## src/rtl/vga_timing_pkg.sv

```systemverilog
// 640x480 VGA timing constants, derived window/tile sizes and lock FSM states
// shared by the sync decoder.
package vga_timing_pkg;
  localparam int H_ACTIVE = 640;
  localparam int H_BP     = 48;
  localparam int H_SYNC   = 96;
  localparam int H_TOTAL  = 800;
  localparam int V_ACTIVE = 480;
  localparam int V_BP     = 33;
  localparam int V_SYNC   = 2;
  localparam int V_TOTAL  = 525;

  localparam int H_START = H_SYNC + H_BP;
  localparam int V_START = V_SYNC + V_BP;
  localparam int TILE_W  = H_ACTIVE / 4;
  localparam int TILE_H  = V_ACTIVE / 2;

  localparam logic [9:0] IDX_MAX = 10'h3FF;

  typedef enum logic [1:0] {SEARCH, MEASURE, LOCKED} sync_state_e;

  function automatic logic [9:0] sat_inc(input logic [9:0] v);
    return (v == IDX_MAX) ? v : v + 10'd1;
  endfunction
endpackage

```

## src/rtl/sync_edge_det.sv

```systemverilog
// Registers one active-low sync input and flags its falling edge on the
// same sample the low level first appears.
module sync_edge_det (
  input  logic clk,
  input  logic rst,
  input  logic sync_n,
  output logic fall
);
  logic prev;

  always_ff @(posedge clk) begin
    if (rst) prev <= 1'b1;
    else     prev <= sync_n;
  end

  assign fall = prev & ~sync_n;
endmodule

```

## src/rtl/vga_sync_decoder.sv

```systemverilog
// VGA receive-side decoder: pixel coordinates, line/frame timing check, lock FSM.
// Define VGA_TILE_CAPTURE_EN to latch one sample colour per 4x2 screen tile.
module vga_sync_decoder #(
  parameter int H_ACTIVE = vga_timing_pkg::H_ACTIVE,
  parameter int H_BP     = vga_timing_pkg::H_BP,
  parameter int H_SYNC   = vga_timing_pkg::H_SYNC,
  parameter int H_TOTAL  = vga_timing_pkg::H_TOTAL,
  parameter int V_ACTIVE = vga_timing_pkg::V_ACTIVE,
  parameter int V_BP     = vga_timing_pkg::V_BP,
  parameter int V_SYNC   = vga_timing_pkg::V_SYNC,
  parameter int V_TOTAL  = vga_timing_pkg::V_TOTAL
) (
  input  logic        clk,
  input  logic        rst,
  input  logic        VGA_Hsync_n,
  input  logic        VGA_Vsync_n,
  input  logic        VGA_R,
  input  logic        VGA_G,
  input  logic        VGA_B,
  output logic [9:0]  posX,
  output logic [8:0]  posY,
  output logic [2:0]  rgb_out,
  output logic        pixel_valid,
  output logic        locked,
  output logic        frame_done,
  output logic [7:0]  err_count,
  output logic [23:0] tile_colors
);
  import vga_timing_pkg::*;

  // Window edges come from the instance parameters so reduced timings stay consistent.
  localparam logic [9:0]  X_LO    = 10'(H_SYNC + H_BP);
  localparam logic [9:0]  X_HI    = 10'(H_SYNC + H_BP + H_ACTIVE);
  localparam logic [9:0]  Y_LO    = 10'(V_SYNC + V_BP);
  localparam logic [9:0]  Y_HI    = 10'(V_SYNC + V_BP + V_ACTIVE);
  localparam logic [9:0]  H_LAST  = 10'(H_TOTAL - 1);
  localparam logic [10:0] V_LINES = 11'(V_TOTAL);

  logic [1:0]  sync_fall;
  logic        h_fall, v_fall;
  logic [9:0]  hcnt, vcnt, hidx, vidx, y_off;
  logic        h_seen, v_seen, meas_clean, active;
  logic        line_bad, frame_bad, wdog, viol, frame_ok;
  sync_state_e state_q, state_d;

  sync_edge_det u_edge [1:0] (
    .clk    (clk),
    .rst    (rst),
    .sync_n ({VGA_Vsync_n, VGA_Hsync_n}),
    .fall   (sync_fall)
  );

  assign h_fall = sync_fall[0];
  assign v_fall = sync_fall[1];

  always_comb begin
    hidx = h_fall ? 10'd0 : sat_inc(hcnt);
    vidx = vcnt;
    if (v_fall)      vidx = 10'd0;
    else if (h_fall) vidx = sat_inc(vcnt);
    active    = (hidx >= X_LO) && (hidx < X_HI) && (vidx >= Y_LO) && (vidx < Y_HI);
    y_off     = vidx - Y_LO;
    // hcnt/vcnt hold the previous sample, so the interval is count+1
    line_bad  = h_fall && h_seen && (hcnt != H_LAST);
    frame_bad = v_fall && v_seen && (({1'b0, vcnt} + {10'd0, h_fall}) != V_LINES);
    wdog      = (hidx == IDX_MAX);
    viol      = line_bad || frame_bad || wdog;
    frame_ok  = v_fall && v_seen && !viol;
  end

  always_ff @(posedge clk) begin
    if (rst) begin
      hcnt   <= '0;
      vcnt   <= '0;
      h_seen <= 1'b0;
      v_seen <= 1'b0;
    end else begin
      hcnt <= hidx;
      vcnt <= vidx;
      if (h_fall) h_seen <= 1'b1;
      if (v_fall) v_seen <= 1'b1;
    end
  end

  always_ff @(posedge clk) begin
    if (rst) begin
      posX        <= '0;
      posY        <= '0;
      rgb_out     <= '0;
      pixel_valid <= 1'b0;
    end else if (active) begin
      posX        <= hidx - X_LO;
      posY        <= y_off[8:0];
      rgb_out     <= {VGA_R, VGA_G, VGA_B};
      pixel_valid <= 1'b1;
    end else begin
      rgb_out     <= '0;
      pixel_valid <= 1'b0;
    end
  end

  always_ff @(posedge clk) begin
    if (rst) state_q <= SEARCH;
    else     state_q <= state_d;
  end

  always_comb begin
    state_d = state_q;
    case (state_q)
      SEARCH:  if (v_fall) state_d = MEASURE;
      MEASURE: if (frame_ok && meas_clean) state_d = LOCKED;
      LOCKED:  if (viol) state_d = SEARCH;
      default: state_d = SEARCH;
    endcase
  end

  always_comb locked = (state_q == LOCKED);

  always_ff @(posedge clk) begin
    if (rst) begin
      err_count  <= '0;
      frame_done <= 1'b0;
      meas_clean <= 1'b0;
    end else begin
      frame_done <= locked && frame_ok;
      if (locked && viol && err_count != 8'hFF) err_count <= err_count + 8'd1;
      // a measurement frame only qualifies if no line in it misbehaved
      if (state_q != MEASURE || v_fall) meas_clean <= 1'b1;
      else if (viol)                    meas_clean <= 1'b0;
    end
  end

`ifdef VGA_TILE_CAPTURE_EN
  localparam int TW = H_ACTIVE / 4;
  localparam int TH = V_ACTIVE / 2;

  logic [7:0][2:0] tile_q;

  for (genvar k = 0; k < 8; k++) begin : g_tile
    localparam logic [9:0] CX = 10'(TW * (k % 4) + TW / 2);
    localparam logic [8:0] CY = 9'((k >= 4) ? (TH + TH / 2) : (TH / 2));
    logic [2:0] col;

    always_ff @(posedge clk) begin
      if (rst || state_d != LOCKED)                      col <= '0;
      else if (locked && pixel_valid && posX == CX && posY == CY) col <= rgb_out;
    end

    assign tile_q[k] = col;
  end

  assign tile_colors = tile_q;
`else
  assign tile_colors = '0;
`endif
endmodule

```

## config.mk

```make
export PLATFORM = sky130hd
export DESIGN_NAME = vga_sync_decoder
export DESIGN_NICKNAME = d
export VERILOG_FILES = /design/src/rtl/vga_timing_pkg.sv /design/src/rtl/sync_edge_det.sv /design/src/rtl/vga_sync_decoder.sv
export SDC_FILE = /design/constraint.sdc
export NUM_CORES = 1
export LEC_CHECK = 0
export CORE_ASPECT_RATIO = 0.9
export CORE_MARGIN = 1.5
export CORE_UTILIZATION = 40
export DETAILED_ROUTE_END_ITERATION = 10
export SYNTH_ARGS = -nofsm -noshare
export SYNTH_HDL_FRONTEND = slang
export SYNTH_SLANG_ARGS = --single-unit
```

## constraint.sdc

```tcl
create_clock -name clk -period 6.7 [get_ports clk]
set_input_delay 1.34 -clock clk [delete_from_list [all_inputs] [get_ports clk]]
set_output_delay 1.34 -clock clk [all_outputs]
set_load 0.005 [all_outputs]
```

==> results.cfg, run 1 <==
[status]
run_status = finished clean

[clock_network]
cts_hold_buf = 0
clock_path_buffers = 2
clkTransAtPathRegs_ps = 70
clock-sinks = 59
clock_tree.root_cell = clkbuf_8
cts.htree.levels = 3
cts-resized-gates = 0
cts_tree = yes
post_cts_buffers = 0
cts_made_buffers = 9
clkLatencyLatePin_ps = 340

[synthesis]
synth_ff_type = dfxtp_1
synth_cells = 397
async_reset_ff_share_pct = 0
ys_seq_elements = 59
ys_warn_count = 0
yosysUniqueCellTypes = 67
syn_area_um2 = 3380
synth_edf_count = 0
ys_seq_area_share_pct = 34.9
avgSynthCellArea_um2 = 8.52

[setup_path]
required_ps = 6890
crit_path_max_fanout = 16
cp_top_family = compound AO/OA/AOI/OAI gates
worstSetupStartpointType = primary input
cp_slowest_cell = o311ai_4
critPathArrivalTime_ps = 4650
end_kind = flip-flop
crit_buf_inv = 5
worst-setup-path-type = in2reg
regToRegStartpoint = hcnt[0]
reg2reg_depth = 14
slowest_delay_ps = 780
crit_path_start = VGA_Hsync_n
r2r_slack_ps = 2450
path_cells = clkdlybuf4s50_1, nand2b_1, clkinv_1, o31ai_1, xor2_1, or2_2, inv_1, ha_1, inv_1, o221a_1, nor2_1, o311ai_4, buf_4, mux2i_1, nor2_1
rr_endpoint = err_count[7]

[job]
maxCapViolations = 0

[timing]
fin_skew_ps = 13.8
fmax_mhz = 224
fin_crit_ps = 4460
fin_tns_setup_ps = 0
setup_viol = 0
timing.final.crit_share_pct = 66.5
maxSlewHeadroom_pct = 34.2
worst_slew_pin_slew_ps = 987
hold_violations = 0
finalHoldWorstSlack_ps = 442
slew_violations = 0
rsz0062_at_grt = false

[final_layout]
syn_to_final_growth_pct = 16.1
diodes = 0
multiInputGateArea_um2 = 1980
nNetsFinal = 441
fillers = 799
regArea_um2 = 1180
fin_cells = 529
drive_gt1_share_pct = 7.67

[min_path]
min_path_cells = 1
worstHoldPathType = reg2reg
hold-path-endpoint = state_q[0]
min_from = state_q[1]

[floorplan]
fp.coreArea_um2 = 8110
die_height_um = 90.2
dieArea_um2 = 9010
fp-row-count = 31
start_util_pct = 41.7
die_x_um = 99.9
io_pins = 64

[grt]
overflow = 0
grt_max_degree = 56
grt_pass1_vias = 2593
grt_pass1_wl_um = 13200
grt_use_total_pct = 18.2
antenna_found_initial = 0

[route]
finalWirelength_um = 7560
vias = 2836
route.detailed.drc = 0
drt_iter0_drc = 237
ant_nets = 0
vias_per_cell = 5.36
post_drt_wl_per_cell_um = 14.3
firstDrtPassIters = 4

[placed_design]
io_buffers = 39
hpwlAfterDp_um = 5290
gp_congestion = 0.982
dp_cells = 513

[power]
cellLeakagePower_nw = 1.64
p_per_area_nw_per_um2 = 185
irDropWorstVdd_mv = 0.0885
routing by layer:
layer	track usage [%]	routed length, µm	share of wire (%)
met2	24.3	3110	41
met5	0	0	0
met4	7.04	111	1.5
met3	4.74	516	6.8
met1	27.4	3830	51
kinds of logic after synthesis:
family | after synthesis | share of synthesized area (%)
AND/OR/NAND/NOR | 166 | 25.7
other | 1 | 0.111
flip-flops | 59 | 34.9
adder cells (fa/ha/maj) | 9 | 3.33
multiplexers | 23 | 7.29
buffers and inverters | 56 | 9.29
XOR/XNOR | 20 | 5.18
AO/OA/AOI/OAI | 63 | 14.2
final cells by class:
class	instances	share of cell area, %
multi-input combinational	305	50.5
sequential	59	30.1
timing repair buffer	42	10.4
clock buffer	10	3.51
tap	99	3.15
clock inverter	6	1.63
inverter	8	0.765
registers in the layout, indices dropped and copies added (netlist names):
| name | cells |
|---|---|
| hcnt | 10 |
| posX | 10 |
| vcnt | 10 |
| posY | 9 |
| err_count | 8 |
| rgb_out | 3 |
| state_q | 2 |
| u_edge.prev | 2 |
| frame_done | 1 |
| h_seen | 1 |
| meas_clean | 1 |
| pixel_valid | 1 |
| v_seen | 1 |
placed cells by master, fill, tap and decap left out, drive strengths merged, types with 4 or more instances in the layout:
cell type,count
a21o,4
a21oi,8
a31oi,10
and2,10
and3,6
and4,4
buf,4
clkbuf,10
clkdlybuf4s50,38
conb,24
dfxtp,59
ha,9
inv,8
mux2,4
mux2i,19
nand2,22
nand2b,4
nand3,12
nand4,11
nor2,57
nor2b,8
nor3,10
o21ai,9
o31ai,4
or2,5
xor2,17
cells in the mapped netlist (3+ instances only):
master	n	share of area, %
dfxtp_1	59	35
nor2_1	56	6.2
buf_4	25	5.6
nand2_1	22	2.4
clkbuf_1	19	2.1
mux2i_1	19	5.6
xor2_1	17	4.4
nand3_1	12	1.8
nand4_1	11	2.0
and2_1	10	1.9
nor3_1	10	1.5
a31oi_1	9	1.7
ha_1	9	3.3
o21ai_0	9	1.3
a21oi_1	8	1.2
nor2b_1	8	1.5
inv_1	7	0.78
and3_1	5	0.93
a21o_1	4	0.89
and4_1	4	1.0
nand2b_1	4	0.74
o31ai_1	4	0.89
mux2_4	3	1.3
nor4_1	3	0.56
o211ai_1	3	0.67
or2_2	3	0.56
xnor2_1	3	0.78
how the worst max path moves through the flow:
stage | to | cells past startpoint
after detailed placement | posY[1] | 15
after CTS | posY[6] | 15
after global placement | posY[5] | 15
after global routing | posY[7] | 15
after floorplan | err_count[7] | 15
final | posY[6] | 15
stage by stage:
stage | cell area, µm² | power [mW] | worst slack, ps | util [%]
after floorplan | 3470 | 0.402 | 2840 | -
after global placement | 3720 | 0.403 | 1890 | 45.9
after detailed placement | 3720 | 0.404 | 1840 | 45.9
after CTS | 3930 | 0.737 | 2210 | 48.4
after global routing | 3930 | 0.761 | 1810 | 48.4
final | 3930 | 0.728 | 2240 | 48.4
power by group:
part | leakage [nW] | internal, mW | total, mW | switching (mW)
Sequential | 0.477 | 0.355 | 0.359 | 0.00404
Clock | 0.0987 | 0.182 | 0.333 | 0.151
Combinational | 1.06 | 0.0135 | 0.0369 | 0.0235
Total | 1.64 | 0.550 | 0.728 | 0.179
Note: power is estimated with default switching activity, not from simulation.
==> run 2, diff against run 1 <==
Settings changed: PLACE_DENSITY set to 0.66.
Clock period 6.7 ns to 3.6 ns, I/O delays scaled along.
==> run 2 against run 1 <==
Effect of this change: clock skew is 4.4 ps lower; cell count is 6.6% higher; final area is 7.5% higher; die area stayed put; register-to-register slack worse by 2300 ps; utilization is 3.6 points higher; first-iteration DRC count is 12% lower; worst setup slack worse by 2100 ps; combinational power is 130% higher.
==> results.cfg, run 2 (same netlist as run 1, synthesis figures left out) <==
[timing]
fmax_mhz = 293
worst_slew_pin_slew_ps = 700
maxSlewHeadroom_pct = 53.0
timing.final.crit_share_pct = 94.7
fin_skew_ps = 9.43
setup_viol = 0
hold_violations = 0
rsz0062_at_grt = false
setup_ws_ps = 190
fin_crit_ps = 3410
slew_violations = 0

[grt]
antenna_found_initial = 0
use_met2_pct = 29.1
grt_use_met1_pct = 25.5
grt_pass1_wl_um = 13500
grt_max_degree = 37
grt_pass1_vias = 2788
busiest_layer = met2
overflow = 0
grt_use_total_pct = 19.0
grt.met3_usage_pct = 6.07

[route]
vias_per_cell = 5.42
firstDrtPassIters = 6
ant_nets = 0
drt_iter0_drc = 209
vias = 3055
route.detailed.drc = 0
finalWirelength_um = 8520
post_drt_wl_per_cell_um = 15.1

[placed_design]
gp_congestion = 0.922
hpwlAfterDp_um = 6060
dp_slack_ps = -117
io_buffers = 39
dp_cells = 548
dpl_cell_area_um2 = 4010

[power]
p_per_area_nw_per_um2 = 323
irDropWorstVdd_mv = 0.227
cellLeakagePower_nw = 1.82
totalPowerFinal_mw = 1.36

[setup_path]
critPathArrivalTime_ps = 3690
crit_path_max_fanout = 20
worst-setup-path-type = reg2reg
end_kind = flip-flop
crit_path_start = vcnt[5]
crit_end = posX[7]
rr_endpoint = posX[7]
worstSetupStartpointType = flip-flop
r2r_slack_ps = 190
required_ps = 3880
reg2reg_depth = 12
regToRegStartpoint = vcnt[5]

[final_layout]
top_regs = hcnt: 10 flops, posX: 10 flops, vcnt: 10 flops
final_common_cell = dfxtp_1
final_area_um2 = 4220
nNetsFinal = 476
mostFrequentLayoutCells = dfxtp_1 (59), nor2_1 (56), clkdlybuf4s50_1 (38)
drive_gt1_share_pct = 14.6
syn_to_final_growth_pct = 24.9
diodes = 0
fin_cells = 564

[clock_network]
cts_tree = yes
clock_path_buffers = 2
cts.htree.levels = 3
post_cts_buffers = 0
cts-resized-gates = 0
clkLatencyLatePin_ps = 350
clkTransAtPathRegs_ps = 70
clock-sinks = 59
clock_tree.root_cell = clkbuf_8
cts_made_buffers = 9
cts_hold_buf = 0

[job]
maxCapViolations = 0

[floorplan]
io_pins = 64
start_util_pct = 41.7
dieArea_um2 = 9010
fp.coreArea_um2 = 8110
die_height_um = 90.2
fp-row-count = 31
die_x_um = 99.9

[min_path]
worstHoldPathType = reg2reg

[status]
run_status = finished clean
==> run 2: cell count changes in the layout (fill, tap and decap cells not counted) <==
| cell | previous run | this run |
|---|---|---|
| nor3_1 | 10 | 9 |
| clkinv_2 | 2 | 1 |
| a2111oi_0 | 1 | 0 |
| inv_6 | 1 | 0 |
| nor3_2 | 0 | 1 |
| a2111oi_1 | 0 | 1 |
| buf_12 | 0 | 2 |
| o41ai_2 | 0 | 1 |
| o41ai_1 | 1 | 0 |
| clkbuf_1 | 0 | 2 |
| buf_4 | 3 | 36 |
==> run 2: final cells by class <==
cell class / instances / area (µm²)
inverter: 8 / 30.0
multi-input combinational: 305 / 2000
clock inverter: 4 / 50.0
tap: 99 / 124
sequential: 59 / 1180
timing repair buffer: 77 / 696
fill: 787 / 3880
clock buffer: 12 / 145
==> run 2: metrics by stage <==
| step | util [%] | TNS (ps) | hold WS (ps) |
|---|---|---|---|
| 2_1_floorplan | - | 0 | 422 |
| 3_3_place_gp | 49.5 | 0 | 433 |
| 3_5_place_dp | 49.5 | -702 | 451 |
| 4_1_cts | 51.9 | 0 | 460 |
| 5_1_grt | 52.1 | 0 | 472 |
| 6_report | 52.1 | 0 | 466 |
==> run 2: worst min-delay path by stage <==
stage	from	cells after the start	slack (ps)	end
finish	state_q[1]	1	470	state_q[0]
detailed placement	state_q[1]	1	450	state_q[0]
floorplan	state_q[1]	1	420	state_q[0]
global route	state_q[1]	1	470	state_q[0]
global placement	state_q[1]	1	430	state_q[0]
CTS	state_q[1]	1	460	state_q[0]
==> run 2: worst max-delay path: stages (launching register included) <==
cell      delay, ps
dfxtp_1         490
nand2_1         230
o31ai_1         650
mux2i_1         320
nor2_1           70
ha_1            220
inv_1            70
o211ai_1        120
o31ai_1         400
o311ai_4        200
buf_12          210
a211o_1         220
a21oi_1         140
==> run 2: report_power, final <==
| group | internal (mW) | total, mW | switching, mW |
|---|---|---|---|
| clock network | 0.338 | 0.613 | 0.275 |
| logic | 0.0327 | 0.0831 | 0.0504 |
| registers | 0.660 | 0.667 | 0.00644 |
==> run 2: metal layers <==
layer,part of all wire (%),wire length [µm]
met1,47,4040
met2,44,3780
met3,6.7,571
met4,1.5,129
met5,0,0
==> run 3, diff against run 2 <==
Settings changed: ABC_CLOCK_PERIOD_IN_PS set to 3100, CORE_UTILIZATION 40 to 47, PLACE_DENSITY 0.66 to 0.76.
Clock period 3.6 ns to 3.1 ns, I/O delays scaled along.
==> run 3 against run 2 <==
Effect of this change: clock power grew 12%; worst setup slack lost 43 ps; routed wire length shrank 1.5%; clock skew shrank 1.2 ps; largest power group unchanged; utilization grew 12 points; largest cell class unchanged; non-clock buffer count grew 26; sequential share of layout area shrank 1.5 points.
==> results.cfg, run 3 (same netlist as run 1, synthesis figures left out) <==
[final_layout]
final_common_cell = buf_4
syn_to_final_growth_pct = 32.7
fin_util_pct = 64.1
top_regs = hcnt: 10 flops, posX: 10 flops, vcnt: 10 flops
nNetsFinal = 502
diodes = 0
mostFrequentLayoutCells = buf_4 (62), nor2_1 (55), dfxtp_1 (54)
final_area_um2 = 4490
drive_gt1_share_pct = 23.2

[setup_path]
path_cells = ha_4, nand4_1, o31ai_4, xor2_1, or2_4, inv_1, ha_2, inv_2, o211ai_1, o31ai_1, o311ai_4, buf_12, mux2_4
end_kind = flip-flop
crit_path_start = vcnt[1]
cp_slowest_cell = o31ai_1
worstSetupStartpointType = flip-flop
critPathArrivalTime_ps = 3190
worst-setup-path-type = reg2reg
regToRegStartpoint = vcnt[1]
slowest_delay_ps = 370
crit_path_max_fanout = 6
required_ps = 3330

[clock_network]
cts_made_buffers = 9
clock_tree.root_cell = clkbuf_8
clock-sinks = 59
clock_path_buffers = 2
clkTransAtPathRegs_ps = 70
cts_tree = yes
cts.htree.levels = 3
clkLatencyLatePin_ps = 340

[route]
vias = 3140
ant_nets = 0
firstDrtPassIters = 5
finalWirelength_um = 8400
drt_iter0_drc = 243
vias_per_cell = 5.38
route.detailed.drc = 0
post_drt_wl_per_cell_um = 14.4

[min_path]
min_from = posX[3]
worstHoldPathType = reg2reg

[timing]
fin_skew_ps = 8.20
setup_viol = 0
maxSlewHeadroom_pct = 54.6
hold_violations = 0
fin_crit_ps = 2950
slew_violations = 0
fmax_mhz = 339
worst_slew_pin_slew_ps = 682
timing.final.crit_share_pct = 95.3

[power]
cellLeakagePower_nw = 1.94
p_per_area_nw_per_um2 = 350
irDropWorstVdd_mv = 0.340

[floorplan]
dieArea_um2 = 7710
fp.coreArea_um2 = 7000
fp-row-count = 29
io_pins = 64
die_x_um = 92.4
start_util_pct = 48.3
die_height_um = 83.5

[status]
run_status = finished clean

[placed_design]
dpl_cell_area_um2 = 4230
hpwlAfterDp_um = 6150
io_buffers = 39
gp_congestion = 0.920

[grt]
grt_pass1_wl_um = 13900
overflow = 0
grt_max_degree = 37
antenna_found_initial = 0
grt_pass1_vias = 2945
grt_use_total_pct = 22.5

[job]
maxCapViolations = 0
[run 3: changes by cell type in the layout (fill, tap and decap cells not counted), sizes merged]
cell,delta
clkinv,+2
inv,+1
clkinvlp,-1
buf,+26
clkbuf,-2
dlygate4sd2,+1
clkdlybuf4s50,-1
[run 3: layout make-up]
class | instances | area, µm²
Timing Repair Buffer | 103 | 881
Fill cell | 590 | 2520
Sequential cell | 59 | 1190
Inverter | 8 | 31.3
Clock inverter | 6 | 65.1
Tap cell | 93 | 116
Clock buffer | 10 | 128
Multi-Input combinational cell | 305 | 2080
[run 3: stage by stage]
stage	instances	hold WS (ps)	TNS (ps)	total power [mW]	worst slack, ps
after floorplan	420	422	-69.6	0.874	-31.9
after global placement	566	447	-8380	0.888	-358
after detailed placement	566	461	-11860	0.891	-458
after CTS	582	471	0	1.59	5.94
after global routing	584	489	-51.2	1.63	-16.2
final	584	463	0	1.57	147
[run 3: critical path, delay by kind of cell (launching register included)]
kind | cells | cell delay [ps]
AOI/OAI and AO/OA | 4 | 1060
xor gates and xnor gates | 1 | 190
adders and majority gates | 2 | 340
buffers and inverters | 3 | 300
DFF | 1 | 360
muxes | 1 | 290
and+or+nand+nor | 2 | 310
[run 3: routing by layer]
layer / wire, µm / track usage (%) / vias up / share of wire [%]
met2: 3760 / 33.6 / 117 / 45
met5: 0 / 0 / - / 0
li1: - / - / 1541 / -
met1: 3890 / 31.0 / 1462 / 46
met4: 193 / 7.97 / 0 / 2.3
met3: 555 / 6.38 / 20 / 6.6
[run 3: where the power goes]
group	internal, mW	leakage [nW]	switching [mW]
registers	0.767	0.480	0.00869
logic	0.0475	1.36	0.0595
clock network	0.372	0.0966	0.317
[run 3: worst paths after layout]
| check | endpoint | depth (start not counted) | slack, ps |
|---|---|---|---|
| min | posX[3] | 2 | 460 |
| max | posX[0] | 13 | 150 |
| max reg2reg | posX[0] | 13 | 150 |
| min reg2reg | posX[3] | 2 | 460 |
[run 3: repair_timing]
| action | 4_1_cts | 5_1_grt |
|---|---|---|
| pin swaps | 3 | 6 |
| setup endpoints to repair | 24 | 24 |
| hold buffers | 0 | 0 |
| gates resized for setup | 5 | 12 |
| buffers inserted | 0 | 2 |
